$ cat config.mk
export PLATFORM = sky130hd
export DESIGN_NAME = tick_timer_array
export DESIGN_NICKNAME = d
export VERILOG_FILES = /design/src/rtl/timer_pkg.sv /design/src/rtl/timer_channel.sv /design/src/rtl/tick_timer_array.sv
export SDC_FILE = /design/constraint.sdc
export NUM_CORES = 1
export LEC_CHECK = 0
export ABC_CLOCK_PERIOD_IN_PS = 6400
export CAP_MARGIN = 30
export CORE_MARGIN = 2
export CORE_UTILIZATION = 55
export DETAILED_ROUTE_END_ITERATION = 8
export GPL_TIMING_DRIVEN = 0
export PLACE_DENSITY = 0.75
export SLEW_MARGIN = 20
export SYNTH_ARGS = -nofsm -noshare
export SYNTH_HDL_FRONTEND = slang
export SYNTH_SLANG_ARGS = --single-unit
$ cat constraint.sdc
create_clock -name iClk -period 6.4 [get_ports iClk]
set_input_delay 1.28 -clock iClk [delete_from_list [all_inputs] [get_ports iClk]]
set_output_delay 1.28 -clock iClk [all_outputs]
set_load 0.02 [all_outputs]
$ cat src/rtl/timer_pkg.sv
// Shared encodings and constants for the tick timebase and timer channels.
package timer_pkg;
   localparam int US_PER_MS = 1000;
   localparam int MS_PER_S  = 1000;

   localparam logic ONE_SHOT = 1'b0;
   localparam logic PERIODIC = 1'b1;
   localparam logic BASE_US  = 1'b0;
   localparam logic BASE_MS  = 1'b1;

   typedef enum logic {IDLE = 1'b0, RUN = 1'b1} ch_state_e;
endpackage

$ cat src/rtl/timer_channel.sv
// One programmable down-counting timer: latches mode/base/period on start,
// counts selected-base ticks and pulses expire one cycle after the terminal tick.
module timer_channel
   import timer_pkg::*;
#(
   parameter int CNT_W = 16
) (
   input  logic             iClk,
   input  logic             resetn_i,
   input  logic             tick_us_i,
   input  logic             tick_ms_i,
   input  logic             start_i,
   input  logic             stop_i,
   input  logic             mode_i,
   input  logic             base_i,
   input  logic [CNT_W-1:0] period_i,
   output logic             busy_o,
   output logic             expire_o
);
   ch_state_e        state_q, state_d;
   logic [CNT_W-1:0] count_q, count_d;
   logic [CNT_W-1:0] period_q, period_d;
   logic             mode_q, mode_d;
   logic             base_q, base_d;
   logic             expire_q, expire_d;
   logic             sel_tick;

   always_comb begin
      state_d  = state_q;
      count_d  = count_q;
      period_d = period_q;
      mode_d   = mode_q;
      base_d   = base_q;
      expire_d = 1'b0;
      sel_tick = (base_q == BASE_MS) ? tick_ms_i : tick_us_i;
      // stop beats start and a terminal tick; a tick coinciding with start is dropped
      if (stop_i) begin
         state_d = IDLE;
      end else if (start_i && (period_i != '0)) begin
         state_d  = RUN;
         mode_d   = mode_i;
         base_d   = base_i;
         period_d = period_i;
         count_d  = period_i;
      end else if ((state_q == RUN) && sel_tick) begin
         if (count_q == CNT_W'(1)) begin
            expire_d = 1'b1;
            if (mode_q == PERIODIC) count_d = period_q;
            else                    state_d = IDLE;
         end else begin
            count_d = count_q - 1'b1;
         end
      end
   end

   always_ff @(posedge iClk or negedge resetn_i) begin
      if (!resetn_i) begin
         state_q  <= IDLE;
         count_q  <= '0;
         period_q <= '0;
         mode_q   <= ONE_SHOT;
         base_q   <= BASE_US;
         expire_q <= 1'b0;
      end else begin
         state_q  <= state_d;
         count_q  <= count_d;
         period_q <= period_d;
         mode_q   <= mode_d;
         base_q   <= base_d;
         expire_q <= expire_d;
      end
   end

   assign busy_o   = (state_q == RUN);
   assign expire_o = expire_q;
endmodule

$ cat src/rtl/tick_timer_array.sv
// Aligned 1us/1ms/1s strobe generator feeding NUM_CH independent timer channels.
module tick_timer_array
   import timer_pkg::*;
#(
   parameter int CLK_PER_US = 24,
   parameter int NUM_CH     = 4,
   parameter int CNT_W      = 16
) (
   input  logic                    iClk,
   input  logic                    resetn_i,
   output logic                    tick_1us_o,
   output logic                    tick_1ms_o,
   output logic                    tick_1s_o,
   input  logic [NUM_CH-1:0]       ch_start_i,
   input  logic [NUM_CH-1:0]       ch_stop_i,
   input  logic [NUM_CH-1:0]       ch_mode_i,
   input  logic [NUM_CH-1:0]       ch_base_i,
   input  logic [NUM_CH*CNT_W-1:0] ch_period_i,
   output logic [NUM_CH-1:0]       ch_busy_o,
   output logic [NUM_CH-1:0]       ch_expire_o
);
   localparam int PRE_W = $clog2(CLK_PER_US);
   localparam int MS_W  = $clog2(US_PER_MS);
   localparam int S_W   = $clog2(MS_PER_S);

   logic [PRE_W-1:0] pre_q, pre_d;
   logic [MS_W-1:0]  ms_cnt_q, ms_cnt_d;
   logic [S_W-1:0]   s_cnt_q, s_cnt_d;
   logic             tick_us_q, tick_us_d;
   logic             tick_ms_q, tick_ms_d;
   logic             tick_s_q, tick_s_d;
   logic             us_wrap, ms_wrap, s_wrap;

   // wraps are qualified by the lower wrap so the registered strobes nest
   always_comb begin
      us_wrap   = (pre_q == PRE_W'(CLK_PER_US - 1));
      ms_wrap   = us_wrap && (ms_cnt_q == MS_W'(US_PER_MS - 1));
      s_wrap    = ms_wrap && (s_cnt_q == S_W'(MS_PER_S - 1));
      pre_d     = us_wrap ? '0 : pre_q + 1'b1;
      ms_cnt_d  = ms_cnt_q;
      s_cnt_d   = s_cnt_q;
      if (us_wrap) ms_cnt_d = ms_wrap ? '0 : ms_cnt_q + 1'b1;
      if (ms_wrap) s_cnt_d  = s_wrap  ? '0 : s_cnt_q + 1'b1;
      tick_us_d = us_wrap;
      tick_ms_d = ms_wrap;
      tick_s_d  = s_wrap;
   end

   always_ff @(posedge iClk or negedge resetn_i) begin
      if (!resetn_i) begin
         pre_q     <= '0;
         ms_cnt_q  <= '0;
         s_cnt_q   <= '0;
         tick_us_q <= 1'b0;
         tick_ms_q <= 1'b0;
         tick_s_q  <= 1'b0;
      end else begin
         pre_q     <= pre_d;
         ms_cnt_q  <= ms_cnt_d;
         s_cnt_q   <= s_cnt_d;
         tick_us_q <= tick_us_d;
         tick_ms_q <= tick_ms_d;
         tick_s_q  <= tick_s_d;
      end
   end

   assign tick_1us_o = tick_us_q;
   assign tick_1ms_o = tick_ms_q;
   assign tick_1s_o  = tick_s_q;

   for (genvar k = 0; k < NUM_CH; k++) begin : g_ch
      timer_channel #(.CNT_W(CNT_W)) u_ch (
         .iClk      (iClk),
         .resetn_i  (resetn_i),
         .tick_us_i (tick_us_q),
         .tick_ms_i (tick_ms_q),
         .start_i   (ch_start_i[k]),
         .stop_i    (ch_stop_i[k]),
         .mode_i    (ch_mode_i[k]),
         .base_i    (ch_base_i[k]),
         .period_i  (ch_period_i[k*CNT_W +: CNT_W]),
         .busy_o    (ch_busy_o[k]),
         .expire_o  (ch_expire_o[k])
      );
   end
endmodule

======== Word-level counts from Yosys, hierarchy flattened ========
Cells that the tools add are included.
word-level totals
  bits of input ports ..................... 82
  word-level logic and storage cells ...... 153
  flip-flop bits (word level) ............. 172
  output and inout port bits .............. 11
operators by class
  multiplexer cells ....................... 59
  eq/ne operators ......................... 15
  reductions and logical operators ........ 38
  add/subtract/negate cells ............... 7
  bitwise logic cells ..................... 4
operators by type and width
  cell                   number
  $mux 16                16
  $eq 16x1->1 const B    4
  $reduce_bool 16->1     4
  $sub 16x1->16 const B  4
  $mux 1                 40
  $reduce_and 3->1       8
  $reduce_bool 3->1      8
  $add 10x1->10 const B  2
  $eq 10x10->1 const B   2
  $mux 10                2
  $ne 3x1->1 const B     4
  $ne 3x3->1 const B     4
  $logic_and 1x1->1      10
  $reduce_and 2->1       4
  $reduce_bool 2->1      4
  $add 5x1->5 const B    1
  $eq 5x5->1 const B     1
  $mux 5                 1
  $not 1->1              4

======== Longest topological paths before layout ========
Gate-level depths: netlist of run 1.
  depth in word-level cells ............... 5
  gate-level depth with buffers ........... 9
  depth with buffers taken out ............ 8

======== By module ========
A second synthesis of run 1 with hierarchy kept.
unflattened totals
  cells, all modules ...................... 994
  area, all modules ....................... 9638.0 sq um
by module, submodules not included
  module                             area an instance (sq um)  sequential area each (sq um)  instances  cells an instance
  timer_channel at g_ch[0].u_ch ...  2067.0                    900.9                         3          208
  timer_channel at g_ch[3].u_ch      2113.3                    900.9                         1          240
  tick_timer_array                   1323.8                    700.7                         1          130

======== Worst setup path before layout of run 1 ========
OpenSTA, ideal clock, no wires.
  path kind ............................... input-to-reg
  start point ............................. input ch_period_i[57]
  end point ............................... register g_ch[3].u_ch.period_q[10]
  path buffers ............................ 1
  stages on the path ...................... 5
  data required time ...................... 6.273 ns
  data arrival time ....................... 3.041 ns
  setup slack ............................. 3.232 ns
  path through ............................ or4_1 -> o41ai_4 -> nor2_2 -> buf_6 -> mux2_1
between the ends
  longest elaborated chain between the ends .. 3
RTL lines
  item                               RTL line                text
  start, declared                    tick_timer_array.sv:18  input logic [NUM_CH*CNT_W-1:0] ch_period_i,
  $reduce_bool 16->1                 timer_channel.sv:39     end else if (start_i && (period_i != '0)) begin
  $logic_and 1x1->1                  timer_channel.sv:39
  $reduce_and 2->1 (no source line)  -
  end signal, assigned               timer_channel.sv:67     period_q <= period_d;
  end, declared                      timer_channel.sv:22     logic [CNT_W-1:0] period_q, period_d;
Every way passes these cells.
A chain may end at the register's enable or synchronous reset.

======== Final worst setup path of run 1 ========
  start point ............................. input ch_period_i[1]
  end point ............................... register g_ch[0].u_ch.period_q[0]
between the ends
  longest elaborated chain between the ends .. 3
RTL lines
  item                               RTL line
  $reduce_bool 16->1                 timer_channel.sv:39
  $logic_and 1x1->1                  timer_channel.sv:39
  $reduce_and 2->1 (no source line)  -
  end signal, assigned               timer_channel.sv:67
  end, declared                      timer_channel.sv:22
Every way passes these cells.

==> flow_summary_export.csv, run 1 <==
group,metric,value,unit
clocking,cts-buffers-inserted,17,
placed_design,numPlacedInstances,1287,
clocking,post_cts_buffers,0,
setup_path,timing.setup.critical_path_class,"input port to flop",
setup_path,critical_path_peak_fanout,10,
timing,slew-limit-headroom,0.358,
logic_synthesis,postSynthAreaPerCell,9.52,µm²
route,drc,0,
die,rows,47,
clocking,source_to_sink_clock_delay_at_the_later_pin_of_the_worst_skew_pair,0.44,ns
logic_synthesis,netlist_top_cells_area,"dfrtp_1 46%, mux2_2 7.3%, a21oi_1 5.2%, nand2_1 3.8%, nor2_1 3.6%",
power_and_ir_drop,power.share.clock,0.355,
global_route,grt_max_degree,66,
setup_path,cp.arrival,4.08,ns
logic_synthesis,synth-edff-count,0,
power_and_ir_drop,p_sw,884,µW
global_route,grt_pass1_vias,7811,
power_and_ir_drop,internal_power,2090,µW
die,fp.dieW,134,µm
setup_path,cp_data_required_time,6.68,ns
final_layout,most_frequent_standard_cell_in_the_layout_excluding_fill_and_tap_cells,"dfrtp_1",
timing,worst-slew-pin-transition,0.954,ns
final_layout,syn2layout_area_growth,19.8,%
final_layout,final_cells,1319,
timing,hold_violation_total_from_the_final_report,0,
die,io_count,93,
route,ant_nets,0,
final_layout,post_route_cells_drive_above_1_share,0.108,
logic_synthesis,cell_count_after_synthesis,975,
die,chipHeight,134,µm
job,max_capacitance_violation_count,0,
timing,finalMaxSlewViolations,0,
timing,fin_worst_skew,0.0120,ns
clocking,h-tree-depth,4,
timing,setup_viol,0,
hold_path,timing.hold.worst.class,"flop to flop",
power_and_ir_drop,p_comb_frac,0.182,
power_and_ir_drop,swShare,0.297,
global_route,grt_first_pass_wirelength,39100,µm
timing,final.period_utilization,0.592,
logic_synthesis,ys.flop_type,"dfrtp_1",
clocking,cts-root-buf,"clkbuf_16",
final_layout,finish.instance_area,11100,µm²
final_layout,finish.net_count,1179,
logic_synthesis,synth-async-reset-ratio,1.00,
global_route,gr-total-overflow,0,
power_and_ir_drop,total_leakage_power,0.00433,µW
route,starting_drt_drc_count,688,
placed_design,gp_congestion,0.932,
logic_synthesis,ys.warnings.count,0,
clocking,cts.sinks,172,
timing,post-route-min-period,3.79,ns
route,drt_wl_total,24000,µm
placed_design,port_buffers,90,
setup_path,worst_setup_path_start_kind,"input port",
clocking,clk_pin_slew,0.06,ns
route,route.detailed.vias_per_inst,6.22,
logic_synthesis,ys_seq_elements,172,
timing,setup_total_negative_slack,0,ns
timing,grt_setup_unrepaired,"false",
logic_synthesis,netlist_area,9290,µm²
setup_path,critical_path.endpoint_type,"flop",
power_and_ir_drop,power.density_cell_area,267,nW/µm²
final_layout,most_used_cells_in_the_layout_excluding_fill_and_tap_cells,"172 x dfrtp_1, 96 x a21oi_1, 94 x nand2_1",
die,design.die.area,17900,µm²
global_route,number_of_antenna_violations_at_the_first_check_in_global_routing,0,
route,average_wire_length_per_cell_after_detail_routing,18.2,µm
outcome,outcome,"complete, no violations",
die,initial_core_util,0.562,
route,drt_pass1_iterations,8,
final_layout,n_antenna_cell,0,
clocking,tritoncts,"done",
logic_synthesis,synthDominantCellAreaShare,0.463,
placed_design,place.detailed.hpwl,16500,µm
global_route,grtUsageTotal,0.271,
power_and_ir_drop,peakVddDrop,196,µV
die,fp.coreArea,16500,µm²
route,route.vias.total,8202,
placed_design,detailed_place.area,10500,µm²
clocking,clockBufferDepth,2,
clocking,count_of_cells_resized_by_post_cts_repair,0,
logic_synthesis,library_cell_occupying_the_most_area_in_the_post_synthesis_netlist,"dfrtp_1",
timing,fmax,264,MHz
logic_synthesis,synth_fp_nets,1068,
logic_synthesis,yosys.cell_types.count,69,
power_and_ir_drop,seq_power_share,0.463,
clocking,hold_buffers,0,
logic_synthesis,ys_seq_area_frac,0.463,
[critical path, stage by stage]
cell             delay (ns)
clkdlybuf4s50_1        0.48
nor4_1                 0.55
a41oi_1                0.26
nand2b_1               0.12
clkbuf_1               0.40
o31a_1                 0.33
clkbuf_1               0.46
o21ai_0                0.19
[final timing paths]
kind / from / endpoint / slack, ns / depth (start not counted)
setup / recovery: ch_period_i[1] / g_ch[0].u_ch.period_q[0] / 2.61 / 8
hold / removal: pre_q[0] / pre_q[0] / 0.47 / 1
setup reg to reg: g_ch[1].u_ch.count_q[1] / g_ch[1].u_ch.count_q[11] / 3.47 / 9
hold reg to reg: pre_q[0] / pre_q[0] / 0.47 / 1
max in group asynchronous: resetn_i / g_ch[2].u_ch.period_q[9] / 4.70 / 3
min in group asynchronous: resetn_i / g_ch[3].u_ch.period_q[6] / 0.73 / 1
[cells by family (layout without fill, tap and decap cells)]
group | after synthesis | count (layout) | synth area share
AOI/OAI and AO/OA | 261 | 261 | 0.177
buffers and inverters | 76 | 200 | 0.0352
and+or+nand+nor | 343 | 343 | 0.185
DFF | 172 | 172 | 0.463
xor gates and xnor gates | 36 | 36 | 0.0340
muxes | 76 | 76 | 0.0914
adders and majority gates | 11 | 11 | 0.0148
[state kept, by name, summed over array words and instances (netlist names)]
register,count
tick_1ms_o,1
g_ch.u_ch.busy_o,4
g_ch.u_ch.mode_q,4
tick_1s_o,1
s_cnt_q,10
g_ch.u_ch.count_q,64
g_ch.u_ch.period_q,64
tick_1us_o,1
g_ch.u_ch.expire_o,4
ms_cnt_q,10
pre_q,5
g_ch.u_ch.base_q,4
[Yosys cell counts, types with 3 or more instances]
library cell    n
a31oi_1        21
o22a_1          3
or4_1           9
a21o_1          3
buf_4           8
inv_1          18
o211ai_1       24
and4_1          4
o22ai_1         3
a211oi_1       10
and2_1          3
nand3_1        27
nor3_1         23
dfrtp_1       172
nand2_1        94
o41ai_1         3
or3_1           9
o21ai_0        52
mux2i_1         6
nor4b_1         5
nor2_1         88
a41o_1          4
a21oi_1        96
mux2_1         10
nor2b_1         4
clkbuf_1       44
xnor2_1        16
nand4b_1        6
nand3b_1        3
nor3b_1         6
nand4_1        21
or2_2           4
nor4_1         25
o31ai_1        10
buf_2           3
mux2_2         60
xor2_1         20
ha_1           11
o31a_1          4
[per-layer routing]
| metal | global-route usage | up-vias | routed length [µm] | share of wire |
|---|---|---|---|---|
| met3 | 0.0514 | 57 | 1530 | 0.064 |
| li1 | - | 3838 | - | - |
| met4 | 0.0987 | 0 | 554 | 0.023 |
| met1 | 0.378 | 3984 | 10700 | 0.45 |
| met5 | 0 | - | 0 | 0 |
| met2 | 0.426 | 323 | 11200 | 0.47 |
[metrics by stage]
step           hold slack (ns)   util  worst slack (ns)  power [µW]
2_1_floorplan            0.433      -              3.23        1720
3_3_place_gp             0.451  0.633             -3.11        1900
3_5_place_dp             0.464  0.637              2.19        1920
4_1_cts                  0.473  0.673              2.66        2980
5_1_grt                  0.495  0.673              2.38        3110
6_report                 0.473  0.673              2.61        2980
[power by group through the flow]
stage	clock network (µW)	registers, µW	logic, µW
3_5_place_dp	0	1390	533
5_1_grt	1110	1400	603
4_1_cts	1070	1370	537
2_1_floorplan	0	1350	364
3_3_place_gp	0	1390	514
6_report	1060	1380	540
[layout make-up]
cell class	count	area (µm²)
Multi-Input combinational cell	727	4660
Clock buffer	18	439
Tap cell	220	275
Fill cell	1309	5400
Timing Repair Buffer	92	961
Clock inverter	14	159
Sequential cell	172	4300
Inverter	18	67.6
Buffer	58	259
Power figures use the tool's default switching activity.
==> run 2: changes to the inputs <==
ABC_CLOCK_PERIOD_IN_PS = 3200   (was 6400)
CORE_UTILIZATION = 52   (was 55)
clock period = 3.2 ns   (was 6.4 ns; I/O delays follow)
==> run 2 against run 1 <==
Net effect: utilization fell by 3.2 points; register-to-register slack got worse by 3.1 ns; first-iteration DRC count rose by 8.1%; wire length fell by 1.7%; clock skew rose by 0.0084 ns; sequential cell count did not move; cell count rose by 0.38%; critical endpoint is now g_ch[3].u_ch.count_q[13]; hold slack got worse by 0.37 ns; sequential power rose by 99%.
==> flow_summary_export.csv, run 2 (synthesis gave the netlist of run 1 again) <==
group,metric,value,unit
final_layout,most_frequent_standard_cell_in_the_layout_excluding_fill_and_tap_cells,"dfrtp_1",
global_route,met3_usage,0.0574,
final_layout,finish.net_count,1179,
route,average_wire_length_per_cell_after_detail_routing,17.8,µm
outcome,outcome,"complete, no violations",
route,route.detailed.vias_per_inst,6.18,
die,initial_core_util,0.535,
route,starting_drt_drc_count,744,
setup_path,critical_path.endpoint_type,"flop",
setup_path,crit_path_cell_trace,"clkdlybuf4s50_1 > or4_1 > o41ai_4 > a21oi_1 > clkbuf_1 > a21oi_1 > a21oi_1",
setup_path,critical_path_peak_fanout,10,
clocking,cts-root-buf,"clkbuf_16",
die,design.die.area,18900,µm²
die,chipHeight,138,µm
global_route,global_route.peak_usage_layer,"met2",
timing,worst-slew-pin-transition,0.906,ns
clocking,source_to_sink_clock_delay_at_the_later_pin_of_the_worst_skew_pair,0.44,ns
final_layout,syn2layout_area_growth,19.8,%
setup_path,cpMostUsedCell,"a21oi_1",
timing,hold_violation_total_from_the_final_report,0,
route,ant_nets,0,
global_route,grt_first_pass_wirelength,38900,µm
route,drt_wl_total,23600,µm
die,io_count,93,
timing,fmax,334,MHz
setup_path,cp.arrival,3.30,ns
hold_path,timing.hold.worst.class,"input port to async pin",
die,rows,48,
placed_design,port_buffers,90,
timing,setup_viol,0,
global_route,grtUsageTotal,0.259,
setup_path,critical_path_buffers_and_inverters,2,
clocking,post_cts_buffers,0,
final_layout,post_route_cells_drive_above_1_share,0.109,
die,fp.dieW,138,µm
setup_path,crit_path_max_incr_delay,0.68,ns
timing,finalMaxSlewViolations,0,
clocking,clk_pin_slew,0.07,ns
power_and_ir_drop,total_leakage_power,0.00432,µW
global_route,grt_pass1_vias,7930,
placed_design,place.detailed.hpwl,16400,µm
clocking,clockBufferDepth,2,
timing,grt_setup_unrepaired,"false",
power_and_ir_drop,total_power,5910,µW
setup_path,cp_data_required_time,3.50,ns
job,max_capacitance_violation_count,0,
timing,post-route-min-period,3.00,ns
final_layout,most_used_cells_in_the_layout_excluding_fill_and_tap_cells,"172 x dfrtp_1, 96 x a21oi_1, 94 x nand2_1",
setup_path,timing.critical_path.max_delay_family,"compound AO/OA/AOI/OAI gates",
setup_path,timing.setup.critical_path_class,"input port to flop",
clocking,cts-buffers-inserted,17,
global_route,number_of_antenna_violations_at_the_first_check_in_global_routing,0,
route,route.vias.total,8178,
route,drt_pass1_iterations,5,
timing,fin_worst_skew,0.0204,ns
global_route,gr-usage-met2,0.410,
timing,slew-limit-headroom,0.390,
setup_path,rrSetupSlack,0.34,ns
setup_path,worst_setup_path_start_kind,"input port",
final_layout,biggestRegsByFlops,"g_ch.u_ch.count_q x64, g_ch.u_ch.period_q x64",
final_layout,n_antenna_cell,0,
clocking,h-tree-depth,4,
timing,final.period_utilization,0.937,
setup_path,critical-path-slowest-cell,"o41ai_4",
die,fp.coreArea,17400,µm²
global_route,global_route.usage.met1,0.350,
power_and_ir_drop,peakVddDrop,358,µV
clocking,cts.sinks,172,
power_and_ir_drop,power.density_cell_area,531,nW/µm²
route,drc,0,
global_route,grt_max_degree,71,
global_route,gr-total-overflow,0,
final_layout,utilization,0.641,
clocking,tritoncts,"done",
placed_design,gp_congestion,0.899,
[run 2: cell types whose count changed in the layout (fill, tap and decap cells not counted)]
cell / previous run / this run
clkinvlp_4: 2 / 5
clkbuf_2: 0 / 2
clkinv_4: 5 / 3
clkbuf_1: 44 / 43
clkbuf_8: 1 / 0
clkinv_2: 1 / 0
inv_6: 4 / 3
inv_8: 0 / 1
[run 2: what timing repair did]
action                     4_1_cts  5_1_grt
setup endpoints to repair        0       16
hold buffers                     0        0
gates resized for setup          0        4
[run 2: area by class of cell]
class / count / area (µm²)
flip-flops and latches: 172 / 4300
repair buffers: 92 / 961
plain buffers: 58 / 262
inverters: 18 / 67.6
well taps: 225 / 282
multi-input cells: 727 / 4660
clock buffers: 18 / 429
clock inverters: 14 / 161
fillers: 1473 / 6230
[run 2: layer usage]
| metal | vias up | share of wire | wire (µm) |
|---|---|---|---|
| li1 | 3829 | - | - |
| met1 | 3975 | 0.45 | 10700 |
| met2 | 319 | 0.46 | 10900 |
| met3 | 55 | 0.058 | 1360 |
| met4 | 0 | 0.023 | 541 |
| met5 | - | 0 | 0 |
[run 2: worst paths after layout]
check / startpoint / endpoint / cells past startpoint
hold reg to reg: pre_q[0] / pre_q[0] / 1
hold / removal: resetn_i / g_ch[1].u_ch.period_q[3] / 1
setup reg to reg: g_ch[1].u_ch.count_q[1] / g_ch[1].u_ch.count_q[12] / 9
max in group asynchronous: resetn_i / g_ch[0].u_ch.expire_o / 2
min in group iClk: pre_q[0] / pre_q[0] / 1
setup / recovery: ch_period_i[49] / g_ch[3].u_ch.count_q[13] / 7
[run 2: metrics by stage]
stage               hold slack, ns  TNS, ns  setup slack [ns]  cells  area [µm²]
floorplan                    0.344        0             0.672    975        9290
detailed placement           0.461   -10.11            -0.368   1292       10500
CTS                          0.105        0            0.0928   1324       11100
global placement             0.450  -991.34             -5.72   1290       10500
global route                 0.121        0            0.0383   1324       11100
finish                       0.103        0             0.202   1324       11100
[run 2: where the power goes]
part	total, µW	leakage (µW)	internal (µW)	switching [µW]
registers	2750	0.00206	2470	281
clock network	2080	0.000272	1160	920
logic	1070	0.00199	527	542
total	5910	0.00432	4160	1740
==> run 3: changes to the inputs <==
CAP_MARGIN = default   (was 30)
MAX_ROUTING_LAYER = met4   (was default)
==> run 3 against run 2 <==
Net effect: clock skew fell by 0.012 ns; hold slack improved by 0.071 ns; sequential cell count did not move; utilization rose by 0.48 points; maximum frequency fell by 0.25%; die area did not move; combinational power barely moved; critical path type unchanged; largest cell class unchanged; highest routed layer unchanged.
==> flow_summary_export.csv, run 3 (synthesis gave the netlist of run 1 again) <==
group,metric,value,unit
setup_path,worst_setup_path_start_kind,"input port",
route,drt_pass1_iterations,7,
route,average_wire_length_per_cell_after_detail_routing,17.8,µm
timing,post-route-min-period,3.01,ns
clocking,h-tree-depth,4,
die,io_count,93,
final_layout,most_used_cells_in_the_layout_excluding_fill_and_tap_cells,"172 x dfrtp_1, 96 x a21oi_1, 94 x nand2_1",
die,fp.coreArea,17400,µm²
route,ant_nets,0,
setup_path,cp.arrival,3.30,ns
setup_path,critical_path.endpoint_type,"flop",
setup_path,timing.critical_path.max_delay_family,"buffers and inverters",
setup_path,timing.rr.end,"g_ch[1].u_ch.count_q[1]",
job,max_capacitance_violation_count,0,
timing,slew-limit-headroom,0.374,
setup_path,critical_path.reg2reg.startpoint,"g_ch[1].u_ch.count_q[1]",
setup_path,critical-path-slowest-cell,"nor4_1",
timing,finalMaxSlewViolations,0,
placed_design,detailed_place.area,10500,µm²
global_route,grtUsageTotal,0.268,
power_and_ir_drop,internal_power,4480,µW
timing,final.period_utilization,0.939,
placed_design,dp_worst_setup_slack,-0.420,ns
power_and_ir_drop,power.density_cell_area,553,nW/µm²
timing,setup_viol,0,
timing,hold_violation_total_from_the_final_report,0,
power_and_ir_drop,p_comb_frac,0.172,
clocking,source_to_sink_clock_delay_at_the_later_pin_of_the_worst_skew_pair,0.43,ns
die,fp.dieW,138,µm
timing,fmax,333,MHz
power_and_ir_drop,peakVddDrop,559,µV
final_layout,sequential_cell_area,4300,µm²
setup_path,critical_path_buffers_and_inverters,3,
setup_path,worst-r2r-cell-count,8,
final_layout,finish.net_count,1180,
outcome,outcome,"complete, no violations",
power_and_ir_drop,total_power,6200,µW
clocking,cts.sinks,172,
power_and_ir_drop,power.share.clock,0.384,
final_layout,finish.instance_area,11200,µm²
timing,fin_worst_skew,0.00790,ns
setup_path,timing.setup.critical_path_class,"input port to flop",
setup_path,critical_path_peak_fanout,10,
timing,worst_slack,0.194,ns
final_layout,most_frequent_standard_cell_in_the_layout_excluding_fill_and_tap_cells,"dfrtp_1",
final_layout,biggestRegsByFlops,"g_ch.u_ch.count_q x64, g_ch.u_ch.period_q x64",
setup_path,crit_path_max_incr_delay,0.56,ns
setup_path,rrSetupSlack,0.25,ns
global_route,grt_max_degree,93,
die,initial_core_util,0.535,
clocking,cts-buffers-inserted,17,
final_layout,n_antenna_cell,0,
route,route.vias.total,8131,
route,drt_wl_total,23600,µm
clocking,cts-root-buf,"clkbuf_16",
global_route,number_of_antenna_violations_at_the_first_check_in_global_routing,0,
timing,worst-slew-pin-transition,0.931,ns
timing,hold_ws,0.174,ns
setup_path,crit_path_cell_trace,"clkdlybuf4s50_1 > nor4_1 > a41oi_1 > nand2b_1 > clkbuf_1 > o31ai_2 > clkbuf_1 > nor2_1 > a31oi_1",
die,chipHeight,138,µm
power_and_ir_drop,total_leakage_power,0.00436,µW
die,rows,48,
clocking,tritoncts,"done",
clocking,clockBufferDepth,2,
setup_path,cpMostUsedCell,"clkbuf_1",
final_layout,syn2layout_area_growth,20.7,%
clocking,clk_pin_slew,0.07,ns
power_and_ir_drop,p_sw,1720,µW
hold_path,timing.hold.worst.class,"input port to async pin",
placed_design,gp_congestion,0.922,
setup_path,cp_data_required_time,3.50,ns
route,route.detailed.vias_per_inst,6.14,
route,drc,0,
power_and_ir_drop,swShare,0.277,
clocking,hold_buffers,0,
global_route,grt_pass1_vias,7938,
die,design.die.area,18900,µm²
route,starting_drt_drc_count,781,
global_route,gr-total-overflow,0,
final_layout,multiInputGateArea,4670,µm²
global_route,grt_first_pass_wirelength,39200,µm
timing,setup_total_negative_slack,0,ns
placed_design,port_buffers,90,
power_and_ir_drop,seq_power_share,0.444,
final_layout,post_route_cells_drive_above_1_share,0.112,
final_layout,fillerInstances,1451,
timing,grt_setup_unrepaired,"false",
placed_design,place.detailed.hpwl,16200,µm
-- run 3: cell count changes in the layout (fill, tap and decap cells not counted), sizes merged --
cell | previous run | this run
clkinv | 3 | 1
inv | 22 | 20
buf | 17 | 18
bufinv | 2 | 6
-- run 3: worst max-delay path by stage --
stage,start,end,cells past startpoint,slack [ns]
3_5_place_dp,ch_period_i[1],g_ch[0].u_ch.period_q[0],8,-0.42
5_1_grt,ch_period_i[10],g_ch[0].u_ch.count_q[0],9,0.0007
4_1_cts,ch_period_i[1],g_ch[0].u_ch.count_q[13],9,0.02
6_report,ch_period_i[10],g_ch[0].u_ch.count_q[9],9,0.19
3_3_place_gp,resetn_i,g_ch[0].u_ch.period_q[7],1,-5.70
2_1_floorplan,ch_period_i[57],g_ch[3].u_ch.period_q[10],5,0.67
-- run 3: layout make-up --
cell class	instances	area share
timing repair buffer	93	0.0846
buffer	58	0.0233
sequential	172	0.384
tap	225	0.0251
clock buffer	18	0.0392
inverter	18	0.00603
multi-input combinational	727	0.416
clock inverter	14	0.0214
-- run 3: layer usage --
| layer | global-route usage | share of wire | vias up |
|---|---|---|---|
| met4 | 0.0762 | 0.010 | 0 |
| li1 | - | - | 3835 |
| met1 | 0.361 | 0.45 | 3965 |
| met5 | - | 0 | - |
| met2 | 0.406 | 0.47 | 299 |
| met3 | 0.0633 | 0.068 | 32 |
-- run 3: per-stage QoR --
stage / instances / utilization
final: 1325 / 0.646
after global routing: 1325 / 0.646
after CTS: 1323 / 0.644
after detailed placement: 1291 / 0.605
after global placement: 1290 / 0.603
after floorplan: 975 / -
-- run 3: power groups by stage --
stage	sequential, µW	combinational (µW)	clock, µW
2_1_floorplan	2700	727	0
3_3_place_gp	2770	1020	0
3_5_place_dp	2780	1060	0
4_1_cts	2740	1060	2410
5_1_grt	2800	1190	2510
6_report	2750	1070	2380
-- run 3: repair_timing --
| item | 4_1_cts | 5_1_grt |
|---|---|---|
| setup endpoints to repair | 0 | 20 |
| endpoints found under the hold margin | 0 | 0 |
| gates resized for setup | 0 | 5 |
| buffers inserted | 0 | 2 |
